--- src/rtl/gpio_slave_irq_if.sv ---
// gpio_slave_irq_if
//   Peripheral-bus bundle for the GPIO slave: word-indexed write and read
//   strobes, registered read data and registered access error.
//
//   Signals (named from the slave's point of view):
//     i_WEnable  write strobe, one cycle per access
//     i_WAddr    write word index
//     i_WData    write data
//     i_REnable  read strobe, one cycle per access
//     i_RAddr    read word index
//     o_RData    registered read data
//     o_Err      registered access error
//
//   Modports: master drives strobes/address/data, slave returns data/error.
interface gpio_slave_irq_if;
    logic        i_WEnable;
    logic [31:0] i_WAddr;
    logic [31:0] i_WData;
    logic        i_REnable;
    logic [31:0] i_RAddr;
    logic [31:0] o_RData;
    logic        o_Err;

    modport master (
        output i_WEnable, i_WAddr, i_WData, i_REnable, i_RAddr,
        input  o_RData, o_Err
    );

    modport slave (
        input  i_WEnable, i_WAddr, i_WData, i_REnable, i_RAddr,
        output o_RData, o_Err
    );
endinterface

--- src/rtl/gpio_slave_irq.sv ---
// gpio_slave_irq
//   Parametrised GPIO bus slave with per-pin direction, atomic set/clear/
//   toggle of the output register, a synchronised input path, per-pin
//   rising/falling edge capture into a write-1-to-clear STATUS register
//   and one registered level interrupt.
//
//   Register map (word index): 0 DIR, 1 OUT, 2 IN (RO), 3 OUT_SET (WO),
//   4 OUT_CLR (WO), 5 OUT_TGL (WO), 6 IRQ_EN, 7 EDGE_RISE, 8 EDGE_FALL,
//   9 STATUS (W1C). Index > 9, or a write to IN, flags o_Err and changes
//   nothing. Write-only registers read as 0.
//
//   Ports:
//     i_Clk, i_Rst_n  clock, asynchronous active-low reset
//     bus             gpio_slave_irq_if.slave peripheral bus
//     i_Pin_In        asynchronous pin inputs
//     o_Pin_Out       OUT register
//     o_Pin_Oe        DIR register, 1 = drive
//     o_Irq           registered |(STATUS & IRQ_EN)
//
//   Optional feature: define GPIO_DEBOUNCE_EN to insert a per-pin
//   debouncer (DEBOUNCE_CYCLES stable cycles) between the synchroniser and
//   the IN register / edge detectors. Without it the synchroniser output
//   is used directly and no counters are built.
module gpio_slave_irq #(
    parameter int N_PINS          = 8,
    parameter int SYNC_STAGES     = 2,
    parameter int DEBOUNCE_CYCLES = 15
) (
    input  logic                  i_Clk,
    input  logic                  i_Rst_n,
    gpio_slave_irq_if.slave       bus,
    input  logic [N_PINS-1:0]     i_Pin_In,
    output logic [N_PINS-1:0]     o_Pin_Out,
    output logic [N_PINS-1:0]     o_Pin_Oe,
    output logic                  o_Irq
);

    // Elaboration-time parameter sanity checks.
    if (N_PINS < 1 || N_PINS > 32) begin : g_bad_pins
        $error("gpio_slave_irq: N_PINS must be 1..32");
    end
    if (SYNC_STAGES < 2) begin : g_bad_sync
        $error("gpio_slave_irq: SYNC_STAGES must be at least 2");
    end
    if (DEBOUNCE_CYCLES < 1) begin : g_bad_db
        $error("gpio_slave_irq: DEBOUNCE_CYCLES must be at least 1");
    end

    typedef enum logic [3:0] {
        IDX_DIR       = 4'd0,
        IDX_OUT       = 4'd1,
        IDX_IN        = 4'd2,
        IDX_OUT_SET   = 4'd3,
        IDX_OUT_CLR   = 4'd4,
        IDX_OUT_TGL   = 4'd5,
        IDX_IRQ_EN    = 4'd6,
        IDX_EDGE_RISE = 4'd7,
        IDX_EDGE_FALL = 4'd8,
        IDX_STATUS    = 4'd9
    } reg_idx_e;

    localparam logic [31:0] LAST_IDX = 32'd9;

    // ------------------------------------------------------------------
    // Input synchroniser
    // ------------------------------------------------------------------
    logic [N_PINS-1:0] sync_q [SYNC_STAGES];
    logic [N_PINS-1:0] sync;
    logic [N_PINS-1:0] pin_val;   // synchronised or debounced pin level

    // NOTE: every flop, including the synchroniser chain, is cleared by the
    // async reset so no X can reach the edge detectors after reset release.
    always_ff @(posedge i_Clk or negedge i_Rst_n) begin
        if (!i_Rst_n) begin
            for (int i = 0; i < SYNC_STAGES; i++) sync_q[i] <= '0;
        end else begin
            // NOTE: non-blocking assignments make every stage sample the
            // previous stage's old value, giving a true shift register.
            sync_q[0] <= i_Pin_In;
            for (int i = 1; i < SYNC_STAGES; i++) sync_q[i] <= sync_q[i-1];
        end
    end

    assign sync = sync_q[SYNC_STAGES-1];

`ifdef GPIO_DEBOUNCE_EN
    // ------------------------------------------------------------------
    // Debouncer: the stable level follows sync only after sync has differed
    // from it for DEBOUNCE_CYCLES+1 consecutive cycles.
    // ------------------------------------------------------------------
    localparam int              CNT_W   = $clog2(DEBOUNCE_CYCLES + 1);
    localparam logic [CNT_W-1:0] CNT_MAX = CNT_W'(DEBOUNCE_CYCLES);

    logic [CNT_W-1:0]  db_cnt_q [N_PINS];
    logic [N_PINS-1:0] stable_q;

    always_ff @(posedge i_Clk or negedge i_Rst_n) begin
        if (!i_Rst_n) begin
            stable_q <= '0;
            for (int p = 0; p < N_PINS; p++) db_cnt_q[p] <= '0;
        end else begin
            for (int p = 0; p < N_PINS; p++) begin
                if (sync[p] == stable_q[p]) begin
                    db_cnt_q[p] <= '0;
                end else if (db_cnt_q[p] == CNT_MAX) begin
                    stable_q[p] <= sync[p];
                    db_cnt_q[p] <= '0;
                end else begin
                    db_cnt_q[p] <= db_cnt_q[p] + 1'b1;
                end
            end
        end
    end

    assign pin_val = stable_q;
`else
    assign pin_val = sync;
`endif

    // ------------------------------------------------------------------
    // Edge detection
    // ------------------------------------------------------------------
    logic [N_PINS-1:0] prev_q;
    logic [N_PINS-1:0] rise;
    logic [N_PINS-1:0] fall;

    always_ff @(posedge i_Clk or negedge i_Rst_n) begin
        if (!i_Rst_n) prev_q <= '0;
        else          prev_q <= pin_val;
    end

    assign rise =  pin_val & ~prev_q;
    assign fall = ~pin_val &  prev_q;

    // ------------------------------------------------------------------
    // Bus decode
    // ------------------------------------------------------------------
    logic [N_PINS-1:0] dir_q, out_q, irq_en_q, rise_en_q, fall_en_q, status_q;
    logic [N_PINS-1:0] wdata_n;
    reg_idx_e          wr_idx;
    reg_idx_e          rd_idx;
    logic              wr_bad;
    logic              wr_ok;
    logic              rd_bad;

    assign wdata_n = bus.i_WData[N_PINS-1:0];
    assign wr_idx  = reg_idx_e'(bus.i_WAddr[3:0]);
    assign rd_idx  = reg_idx_e'(bus.i_RAddr[3:0]);
    assign wr_bad  = (bus.i_WAddr > LAST_IDX) || (bus.i_WAddr == 32'(IDX_IN));
    assign wr_ok   = bus.i_WEnable && !wr_bad;
    assign rd_bad  = bus.i_RAddr > LAST_IDX;

    // STATUS: newly captured events win over a same-cycle W1C clear.
    logic [N_PINS-1:0] status_clr;
    logic [N_PINS-1:0] status_set;
    logic [N_PINS-1:0] status_d;

    assign status_clr = (wr_ok && wr_idx == IDX_STATUS) ? wdata_n : '0;
    assign status_set = (rise & rise_en_q) | (fall & fall_en_q);
    assign status_d   = (status_q & ~status_clr) | status_set;

    // Read mux, zero-extended to the bus width.
    logic [N_PINS-1:0] rd_n;
    logic [31:0]       rd_val;

    always_comb begin
        // NOTE: a default before the case keeps this purely combinational;
        // any path that left rd_n unassigned would infer a latch.
        rd_n = '0;
        case (rd_idx)
            IDX_DIR:       rd_n = dir_q;
            IDX_OUT:       rd_n = out_q;
            IDX_IN:        rd_n = pin_val;
            IDX_IRQ_EN:    rd_n = irq_en_q;
            IDX_EDGE_RISE: rd_n = rise_en_q;
            IDX_EDGE_FALL: rd_n = fall_en_q;
            IDX_STATUS:    rd_n = status_q;
            default:       rd_n = '0;   // write-only and unmapped indices
        endcase
        rd_val = 32'(rd_n);
    end

    // ------------------------------------------------------------------
    // Registers
    // ------------------------------------------------------------------
    always_ff @(posedge i_Clk or negedge i_Rst_n) begin
        if (!i_Rst_n) begin
            dir_q     <= '0;
            out_q     <= '0;
            irq_en_q  <= '0;
            rise_en_q <= '0;
            fall_en_q <= '0;
            status_q  <= '0;
        end else begin
            status_q <= status_d;
            if (wr_ok) begin
                case (wr_idx)
                    IDX_DIR:       dir_q     <= wdata_n;
                    IDX_OUT:       out_q     <= wdata_n;
                    IDX_OUT_SET:   out_q     <= out_q | wdata_n;
                    IDX_OUT_CLR:   out_q     <= out_q & ~wdata_n;
                    IDX_OUT_TGL:   out_q     <= out_q ^ wdata_n;
                    IDX_IRQ_EN:    irq_en_q  <= wdata_n;
                    IDX_EDGE_RISE: rise_en_q <= wdata_n;
                    IDX_EDGE_FALL: fall_en_q <= wdata_n;
                    default:       ;   // STATUS handled through status_d
                endcase
            end
        end
    end

    // Bus response: a write takes priority and leaves read data untouched;
    // an erroring read also holds the previous read data.
    always_ff @(posedge i_Clk or negedge i_Rst_n) begin
        if (!i_Rst_n) begin
            bus.o_RData <= '0;
            bus.o_Err   <= 1'b0;
        end else if (bus.i_WEnable) begin
            bus.o_Err <= wr_bad;
        end else if (bus.i_REnable) begin
            bus.o_Err <= rd_bad;
            if (!rd_bad) bus.o_RData <= rd_val;
        end
    end

    always_ff @(posedge i_Clk or negedge i_Rst_n) begin
        if (!i_Rst_n) o_Irq <= 1'b0;
        else          o_Irq <= |(status_q & irq_en_q);
    end

    assign o_Pin_Out = out_q;
    assign o_Pin_Oe  = dir_q;

endmodule

--- src/flat_wrapper.sv ---
// flat-port wrapper written by rule: the top's interface ports become plain ports
module gpio_slave_irq_flat 
#(
    parameter int N_PINS          = 8,
    parameter int SYNC_STAGES     = 2,
    parameter int DEBOUNCE_CYCLES = 15
)
  (i_Clk, i_Rst_n, i_Pin_In, o_Pin_Out, o_Pin_Oe, o_Irq, bus_i_WEnable, bus_i_WAddr, bus_i_WData, bus_i_REnable, bus_i_RAddr, bus_o_RData, bus_o_Err);
  gpio_slave_irq_if bus_i ();
  input  logic i_Clk;
  input  logic i_Rst_n;
  input  logic [N_PINS-1:0] i_Pin_In;
  output logic [N_PINS-1:0] o_Pin_Out;
  output logic [N_PINS-1:0] o_Pin_Oe;
  output logic o_Irq;
  input wire logic [$bits(bus_i.i_WEnable)-1:0] bus_i_WEnable;
  input wire logic [$bits(bus_i.i_WAddr)-1:0] bus_i_WAddr;
  input wire logic [$bits(bus_i.i_WData)-1:0] bus_i_WData;
  input wire logic [$bits(bus_i.i_REnable)-1:0] bus_i_REnable;
  input wire logic [$bits(bus_i.i_RAddr)-1:0] bus_i_RAddr;
  output wire logic [$bits(bus_i.o_RData)-1:0] bus_o_RData;
  output wire logic [$bits(bus_i.o_Err)-1:0] bus_o_Err;
  assign bus_i.i_WEnable = bus_i_WEnable;
  assign bus_i.i_WAddr = bus_i_WAddr;
  assign bus_i.i_WData = bus_i_WData;
  assign bus_i.i_REnable = bus_i_REnable;
  assign bus_i.i_RAddr = bus_i_RAddr;
  assign bus_o_RData = bus_i.o_RData;
  assign bus_o_Err = bus_i.o_Err;
  gpio_slave_irq #(.N_PINS(N_PINS), .SYNC_STAGES(SYNC_STAGES), .DEBOUNCE_CYCLES(DEBOUNCE_CYCLES)) u_core (.i_Clk(i_Clk), .i_Rst_n(i_Rst_n), .bus(bus_i), .i_Pin_In(i_Pin_In), .o_Pin_Out(o_Pin_Out), .o_Pin_Oe(o_Pin_Oe), .o_Irq(o_Irq));
endmodule
--- config.mk ---
export PLATFORM = sky130hd
export DESIGN_NAME = gpio_slave_irq_flat
export DESIGN_NICKNAME = d
export VERILOG_FILES = /design/src/rtl/gpio_slave_irq_if.sv /design/src/rtl/gpio_slave_irq.sv /design/src/flat_wrapper.sv
export SDC_FILE = /design/constraint.sdc
export NUM_CORES = 1
export LEC_CHECK = 0
export BUFFER_PORTS_ARGS = -buffer_cell sky130_fd_sc_hd__buf_2
export CAP_MARGIN = 5
export CORE_MARGIN = 5
export CORE_UTILIZATION = 45
export CTS_CLUSTER_DIAMETER = 120
export DETAILED_ROUTE_END_ITERATION = 12
export GPL_ROUTABILITY_DRIVEN = 0
export HOLD_SLACK_MARGIN = 0.1
export PLACE_DENSITY = 0.76
export SYNTH_ARGS = -nofsm -noshare
export SYNTH_HDL_FRONTEND = slang
export SYNTH_SLANG_ARGS = --single-unit
export TNS_END_PERCENT = 100
--- constraint.sdc ---
create_clock -name i_Clk -period 1.4 [get_ports i_Clk]
set_input_delay 0.21 -clock i_Clk [delete_from_list [all_inputs] [get_ports i_Clk]]
set_output_delay 0.21 -clock i_Clk [all_outputs]
set_load 0.005 [all_outputs]
==> metrics, run 1 <==
largest net degree at the start of global routing 31; violations in the final reports negative setup slack; Antenna diodes 0; Period minus WS final 1.61 ns; count of flip-flops with a built-in enable after synthesis 0; Max clock buf depth 2; Setup violations, final 11; setup slack of the critical path after layout -0.212 ns; wire per inst 18.7 um; final hold vios 0; proportion of layout cells with a drive suffix above 1 49.7%; setup repair after global routing missed its margin true; maximum vdd ir drop 453 uV; most instantiated library cell after synthesis sky130_fd_sc_hd__dfrtp_1; routed vias 3907; leakage power figure 3.00 nW; count of routing violations after the opening detailed-route iteration 206; Core ar. 0.00973 mm^2; portion of the post-synthesis area used by sequential elements 46.0%; CTS tree done; area share of the largest cell type after synthesis 46.0%; depth of the worst hold-timing path 4; number of buffers created by CTS 9; GRT Total Usage 21.5%; Ports 158; number of nets with antenna violations after routing 0; path depth of the worst reg2reg path 4; Clock Latency Late Sink 0.37 ns; drt first pass iters 5; top fanout value on the critical path 2; HP Class input port to flop; max-cap viol count 0; status finished with violations; Sw Share 25.3%; pins over their slew limit 0; final-layout fill cell count 759; Storage cell area 0.00205 mm^2; summed negative setup slack over all endpoints -0.813 ns; combined area of all synthesized cells 0.00446 mm^2; Combinational Power Share 12.2%; global-route wire length before repair 19500 um; distinct cell type count after synthesis 44; Data required, critical path 1.66 ns; number of flip-flops and latches in the synthesized netlist 82; initial antenna violation count 0; Primary FF master, synth sky130_fd_sc_hd__dfrtp_1; arrival time at the worst endpoint 1.88 ns; type of origin of the critical path flop; Critical R2R Capture u_core.bus.o_RData[6]; biggest area contributors in the synthesized netlist sky130_fd_sc_hd__dfrtp_1, sky130_fd_sc_hd__mux2_2, sky130_fd_sc_hd__mux2i_1; number of H-tree branching levels 3; number of sinks on the clock net 82; area growth from synthesis to layout 38.1%; area of the multi-input gates 0.00227 mm^2; Setup CP Type flop to flop; worst reg-to-reg setup slack -0.21 ns; horizontal die dimension 110 um; kind of end point of the critical path flop; FMAX 620 MHz; post-route non-filler standard cell count 718; total gr overflow 0; endpoint of the worst hold-timing path u_core.bus.o_Err; share of power burned in the clock network 37.3%; std cell rows 36; share of flip-flops with an asynchronous set or reset 100%; Yosys warning total 0; vias per cell 5.44; sequential share of power 50.5%; root buffer selected by CTS sky130_fd_sc_hd__clkbuf_8; count of unresolved DRC violations after routing 0; hold path start bus_i_REnable; Port-buffer cells 109; floorplan die area 0.0120 mm^2; cell count after synthesis 381; power per cell area 779 mW/mm^2; Initial Util 45.9%; number of nets at the end of the flow 705; final period utilization 115%; worst-case clock skew 0.00570 ns; beginning of the worst register-to-register path u_core.o_Pin_Out[6]; switching power summed over all nets 0.00121 W; commonest cells in the netlist sky130_fd_sc_hd__dfrtp_1, sky130_fd_sc_hd__mux2_2, sky130_fd_sc_hd__buf_4; per-instance average area after synthesis 11.7 um^2; cell accounting for the most synthesized area sky130_fd_sc_hd__dfrtp_1; number of global-route vias before repair 3993; DPL Wire Length 9510 um; chip height 110 um; clock transition time at the flip-flop clock pins of the worst setup and hold paths 0.08 ns; total detailed-routing wirelength 13500 um; Int Pwr 0.00359 W; dpl cells 681
-- worst max-delay path: stages, from the launching register on --
cell,delay [ns]
sky130_fd_sc_hd__dfrtp_1,0.40
sky130_fd_sc_hd__mux4_2,0.48
sky130_fd_sc_hd__a221oi_2,0.26
sky130_fd_sc_hd__a2111oi_1,0.08
sky130_fd_sc_hd__mux2_4,0.28
-- state kept, by name (all words and copies together), names as in the netlist, 8 cells and up --
name	cells
u_core.bus.o_RData	8
u_core.fall_en_q	8
u_core.irq_en_q	8
u_core.o_Pin_Oe	8
u_core.o_Pin_Out	8
u_core.pin_val	8
u_core.prev_q	8
u_core.rise_en_q	8
u_core.status_q	8
u_core.sync_q	8
-- how the worst max path moves through the flow --
stage | startpoint | endpoint | slack [ns] | cells past startpoint
4_1_cts | u_core.status_q[6] | u_core.bus.o_RData[6] | -0.19 | 4
5_1_grt | u_core.o_Pin_Out[6] | u_core.bus.o_RData[6] | -0.25 | 4
3_3_place_gp | bus_i_RAddr[3] | u_core.bus.o_RData[6] | -0.34 | 5
6_report | u_core.o_Pin_Out[6] | u_core.bus.o_RData[6] | -0.21 | 4
2_1_floorplan | u_core.o_Pin_Out[6] | u_core.bus.o_RData[6] | -0.13 | 4
3_5_place_dp | bus_i_RAddr[3] | u_core.bus.o_RData[6] | -0.37 | 5
-- cell families (layout without fill, tap and decap cells) --
kind of cell,count (synthesis),in the layout,share of synthesized area [%]
other,1,24,0.0840
and+or+nand+nor,96,96,13.9
DFF,82,82,46.0
adders and majority gates,16,16,4.48
buffers and inverters,57,238,7.54
muxes,72,72,20.2
AOI/OAI and AO/OA,57,57,7.85
-- cell type report --
class | instances | share of cell area, %
multi-input cells | 265 | 36.9
flip-flops and latches | 82 | 33.3
repair buffers | 205 | 22.4
well taps | 133 | 2.70
clock buffers | 11 | 2.45
inverters | 18 | 1.42
clock inverters | 4 | 0.832
-- power by group through the flow --
stage / clock [W] / combinational [W] / sequential, W
2_1_floorplan: 0 / 0.000263 / 0.00247
3_3_place_gp: 0 / 0.000517 / 0.00247
3_5_place_dp: 0 / 0.000534 / 0.00247
4_1_cts: 0.00180 / 0.000561 / 0.00242
5_1_grt: 0.00189 / 0.000641 / 0.00243
6_report: 0.00179 / 0.000584 / 0.00242
-- per-layer routing --
metal / up-vias / wire, um / track usage (%)
li1: 1756 / - / -
met1: 1911 / 5090 / 25.1
met2: 208 / 6760 / 38.7
met3: 32 / 1230 / 4.46
met4: 0 / 375 / 8.19
met5: - / 0 / 0
-- repair_timing --
| item | in CTS | in global routing |
|---|---|---|
| endpoints found under the setup margin | 12 | 32 |
| setup buffers | 5 | 10 |
| endpoints found under the hold margin | 36 | 0 |
| hold buffers | 9 | 0 |
| pin swaps | 11 | 8 |
| gates resized for setup | 16 | 30 |
-- cell usage in the layout (no fill, tap or decap), drive strengths merged, types with 2 or more instances in the layout --
master       netlist  final
nand3             11     11
nor2b              2      2
nand2             10     10
mux2              41     41
and4               3      3
nand3b             8      8
a21oi             18     18
nor3              12     12
dlygate4sd3        0      9
mux4               8      8
mux2i             23     23
a22oi              4      4
nand2b             2      2
nor4              15     15
nor2              18     18
buf               36    196
inv               18     18
dfrtp             82     82
o21ai             16     16
o22ai              9      9
conb               1     24
ha                16     16
nand4              7      7
clkbuf             3     11
clkinv             0      2
a22o               7      7
-- stage by stage --
| step | util [%] | hold slack [ns] | power (W) | worst slack [ns] | area [um^2] |
|---|---|---|---|---|---|
| floorplan | - | -0.0856 | 0.00273 | -0.134 | 4570 |
| global placement | 57.8 | 0.175 | 0.00299 | -0.338 | 5620 |
| detailed placement | 57.8 | 0.186 | 0.00301 | -0.368 | 5620 |
| CTS | 61.3 | 0.155 | 0.00478 | -0.187 | 5970 |
| global route | 63.4 | 0.170 | 0.00496 | -0.247 | 6170 |
| finish | 63.4 | 0.144 | 0.00480 | -0.212 | 6170 |
Note: power is estimated with default switching activity, not from simulation.
==> inputs of run 2 (changes only) <==
==> constraint.sdc (replaced) <==
create_clock -name i_Clk -period 1.3 [get_ports i_Clk]
set_input_delay 0.195 -clock i_Clk [delete_from_list [all_inputs] [get_ports i_Clk]]
set_output_delay 0.195 -clock i_Clk [all_outputs]
set_load 0.005 [all_outputs]
==> metrics, run 2 (same netlist as run 1, synthesis figures left out) <==
number of nets with antenna violations after routing 0 (unchanged); sequence of cells on the critical path mux4_2 -> a221oi_2 -> a2111oi_1 -> mux2_4; CTS tree done; top fanout value on the critical path 2 (unchanged); wire per inst 17.9 um (-4.4%); drt first pass iters 5 (unchanged); Setup violations, final 19 (+8); highest signal layer in the routed design met4; power per cell area 835 mW/mm^2 (+7.2%); number of H-tree branching levels 3 (unchanged); top library cells by usage in the layout, fill and taps aside sky130_fd_sc_hd__buf_2, sky130_fd_sc_hd__dfrtp_1, sky130_fd_sc_hd__buf_4; number of nets at the end of the flow 707 (+0.28%); status finished with violations; path depth of the worst reg2reg path 4 (unchanged); FMAX 636 MHz (+2.6%); routed wl met3 1000 um (-18%); violations in the final reports negative setup slack; chip height 110 um (unchanged); worst-case clock skew 0.00687 ns (+0.00117 ns); dpl cells 679 (-0.29%); GRT Total Usage 21.4% (-0.066 points); horizontal die dimension 110 um (unchanged); maximum vdd ir drop 503 uV (+11%); Critical Path Slowest Stage Cell sky130_fd_sc_hd__mux4_2; setup repair after global routing missed its margin true; proportion of layout cells with a drive suffix above 1 50.2% (+0.43 points); total gr overflow 0 (unchanged); largest net degree at the start of global routing 31 (unchanged); count of unresolved DRC violations after routing 0 (unchanged); post-route non-filler standard cell count 721 (+0.42%); number of buffers created by CTS 9 (unchanged); final-layout fill cell count 748 (-1.4%); Ports 158 (unchanged); final instance area 0.00631 mm^2 (+2.4%); Met2 Routed Length 6710 um (-0.87%); Data required, critical path 1.53 ns (-0.13 ns); max-cap viol count 0 (unchanged); beginning of the worst register-to-register path u_core.status_q[6]; DPL Wire Length 9440 um (-0.70%); Core ar. 0.00973 mm^2 (unchanged); routed vias 3864 (-1.1%); Max clock buf depth 2 (unchanged); Port-buffer cells 109 (unchanged); Period minus WS final 1.57 ns (-0.0402 ns); type of origin of the critical path flop; area growth from synthesis to layout 41.4%; HP Class input port to flop; end of the critical path u_core.bus.o_RData[6]; Critical R2R Capture u_core.bus.o_RData[6]; root buffer selected by CTS sky130_fd_sc_hd__clkbuf_8; Setup CP Type flop to flop; pins over their slew limit 0 (unchanged); total detailed-routing wirelength 12900 um (-4.0%); vias per cell 5.36 (-1.5%); count of routing violations after the opening detailed-route iteration 230 (+12%); global-route wire length before repair 19600 um (+0.28%); arrival time at the worst endpoint 1.81 ns (-0.07 ns); number of global-route vias before repair 3983 (-0.25%); most common library cell in the layout ignoring fill and taps sky130_fd_sc_hd__buf_2; biggest cell delay along the critical path 0.48 ns (about the same); worst reg-to-reg setup slack -0.27 ns (-0.06 ns); leakage power figure 3.08 nW (+2.7%); std cell rows 36 (unchanged); placed cell area 0.00562 mm^2 (about the same); number of sinks on the clock net 82 (unchanged); final hold vios 0 (unchanged); initial antenna violation count 0 (unchanged); final standard cell utilization of the core 64.9% (+1.5 points); Antenna diodes 0 (unchanged); floorplan die area 0.0120 mm^2 (unchanged); clock transition time at the flip-flop clock pins of the worst setup and hold paths 0.08 ns (about the same); Setup crit start u_core.status_q[6]; setup slack of the critical path after layout -0.272 ns (-0.0598 ns); final period utilization 121% (+5.8 points); WL met1 4910 um (-3.5%); kind of end point of the critical path flop; Initial Util 45.9% (unchanged); Clock Latency Late Sink 0.35 ns (-0.02 ns)
-- run 2: cell types whose count changed in the layout (fill, tap and decap cells not counted), moves of 3 or more --
cell and change:
sky130_fd_sc_hd__buf_6 +12, sky130_fd_sc_hd__nor4_1 -4, sky130_fd_sc_hd__mux2i_2 -3, sky130_fd_sc_hd__mux2_4 +3
sky130_fd_sc_hd__mux2i_1 +3, sky130_fd_sc_hd__mux2_2 -3, sky130_fd_sc_hd__buf_2 -10
-- run 2: final cells by class --
type | instances | area [um^2] | area share, %
multi-input cells | 265 | 2320 | 36.7
flip-flops and latches | 82 | 2050 | 32.5
repair buffers | 207 | 1470 | 23.3
clock buffers | 13 | 179 | 2.83
well taps | 133 | 166 | 2.64
inverters | 18 | 85.1 | 1.35
clock inverters | 3 | 43.8 | 0.694
-- run 2: stage by stage --
stage	setup TNS, ns	setup slack (ns)	total power, W	hold slack (ns)
floorplan	-4.14	-0.234	0.00294	-0.101
global placement	-19.03	-0.475	0.00322	0.136
detailed placement	-21.23	-0.481	0.00324	0.140
CTS	-2.06	-0.275	0.00529	0.148
global route	-3.40	-0.330	0.00548	0.169
finish	-2.11	-0.272	0.00527	0.163
-- run 2: where the power goes --
group | switching (W) | internal (W) | total, W | leakage, nW
Sequential | 0.0000256 | 0.00259 | 0.00261 | 1.00
Combinational | 0.000334 | 0.000313 | 0.000647 | 1.96
Clock | 0.000908 | 0.00110 | 0.00201 | 0.116
-- run 2: what timing repair did --
item,in CTS,in global routing
gates cloned,0,0
hold buffers,9,0
setup endpoints to repair,48,51
resized for setup,50,13
endpoints found under the hold margin,87,0
pin swaps,22,11
setup buffers,13,5
-- run 2: per-layer routing --
metal / GRT usage [%] / up-vias
met3: 3.99 / 24
met5: 0 / -
met1: 24.5 / 1898
met4: 7.39 / 0
met2: 39.8 / 178
li1: - / 1764
-- run 2: worst max-delay path: cells and delay by family, from the launching register on --
kind,cells,cell delay [ns]
compound gates,2,0.32
flops,1,0.38
mux,2,0.75
-- run 2: worst min-delay path by stage --
| stage | endpoint | cells after the start | startpoint | slack (ns) |
|---|---|---|---|---|
| 6_report | u_core.bus.o_Err | 4 | bus_i_REnable | 0.16 |
| 5_1_grt | u_core.bus.o_Err | 4 | bus_i_REnable | 0.17 |
| 4_1_cts | u_core.bus.o_Err | 4 | bus_i_REnable | 0.15 |
| 3_5_place_dp | u_core.sync_q[15] | 1 | i_Rst_n | 0.14 |
| 3_3_place_gp | u_core.sync_q[15] | 1 | i_Rst_n | 0.14 |
| 2_1_floorplan | u_core.bus.o_Err | 0 | i_Rst_n | -0.10 |
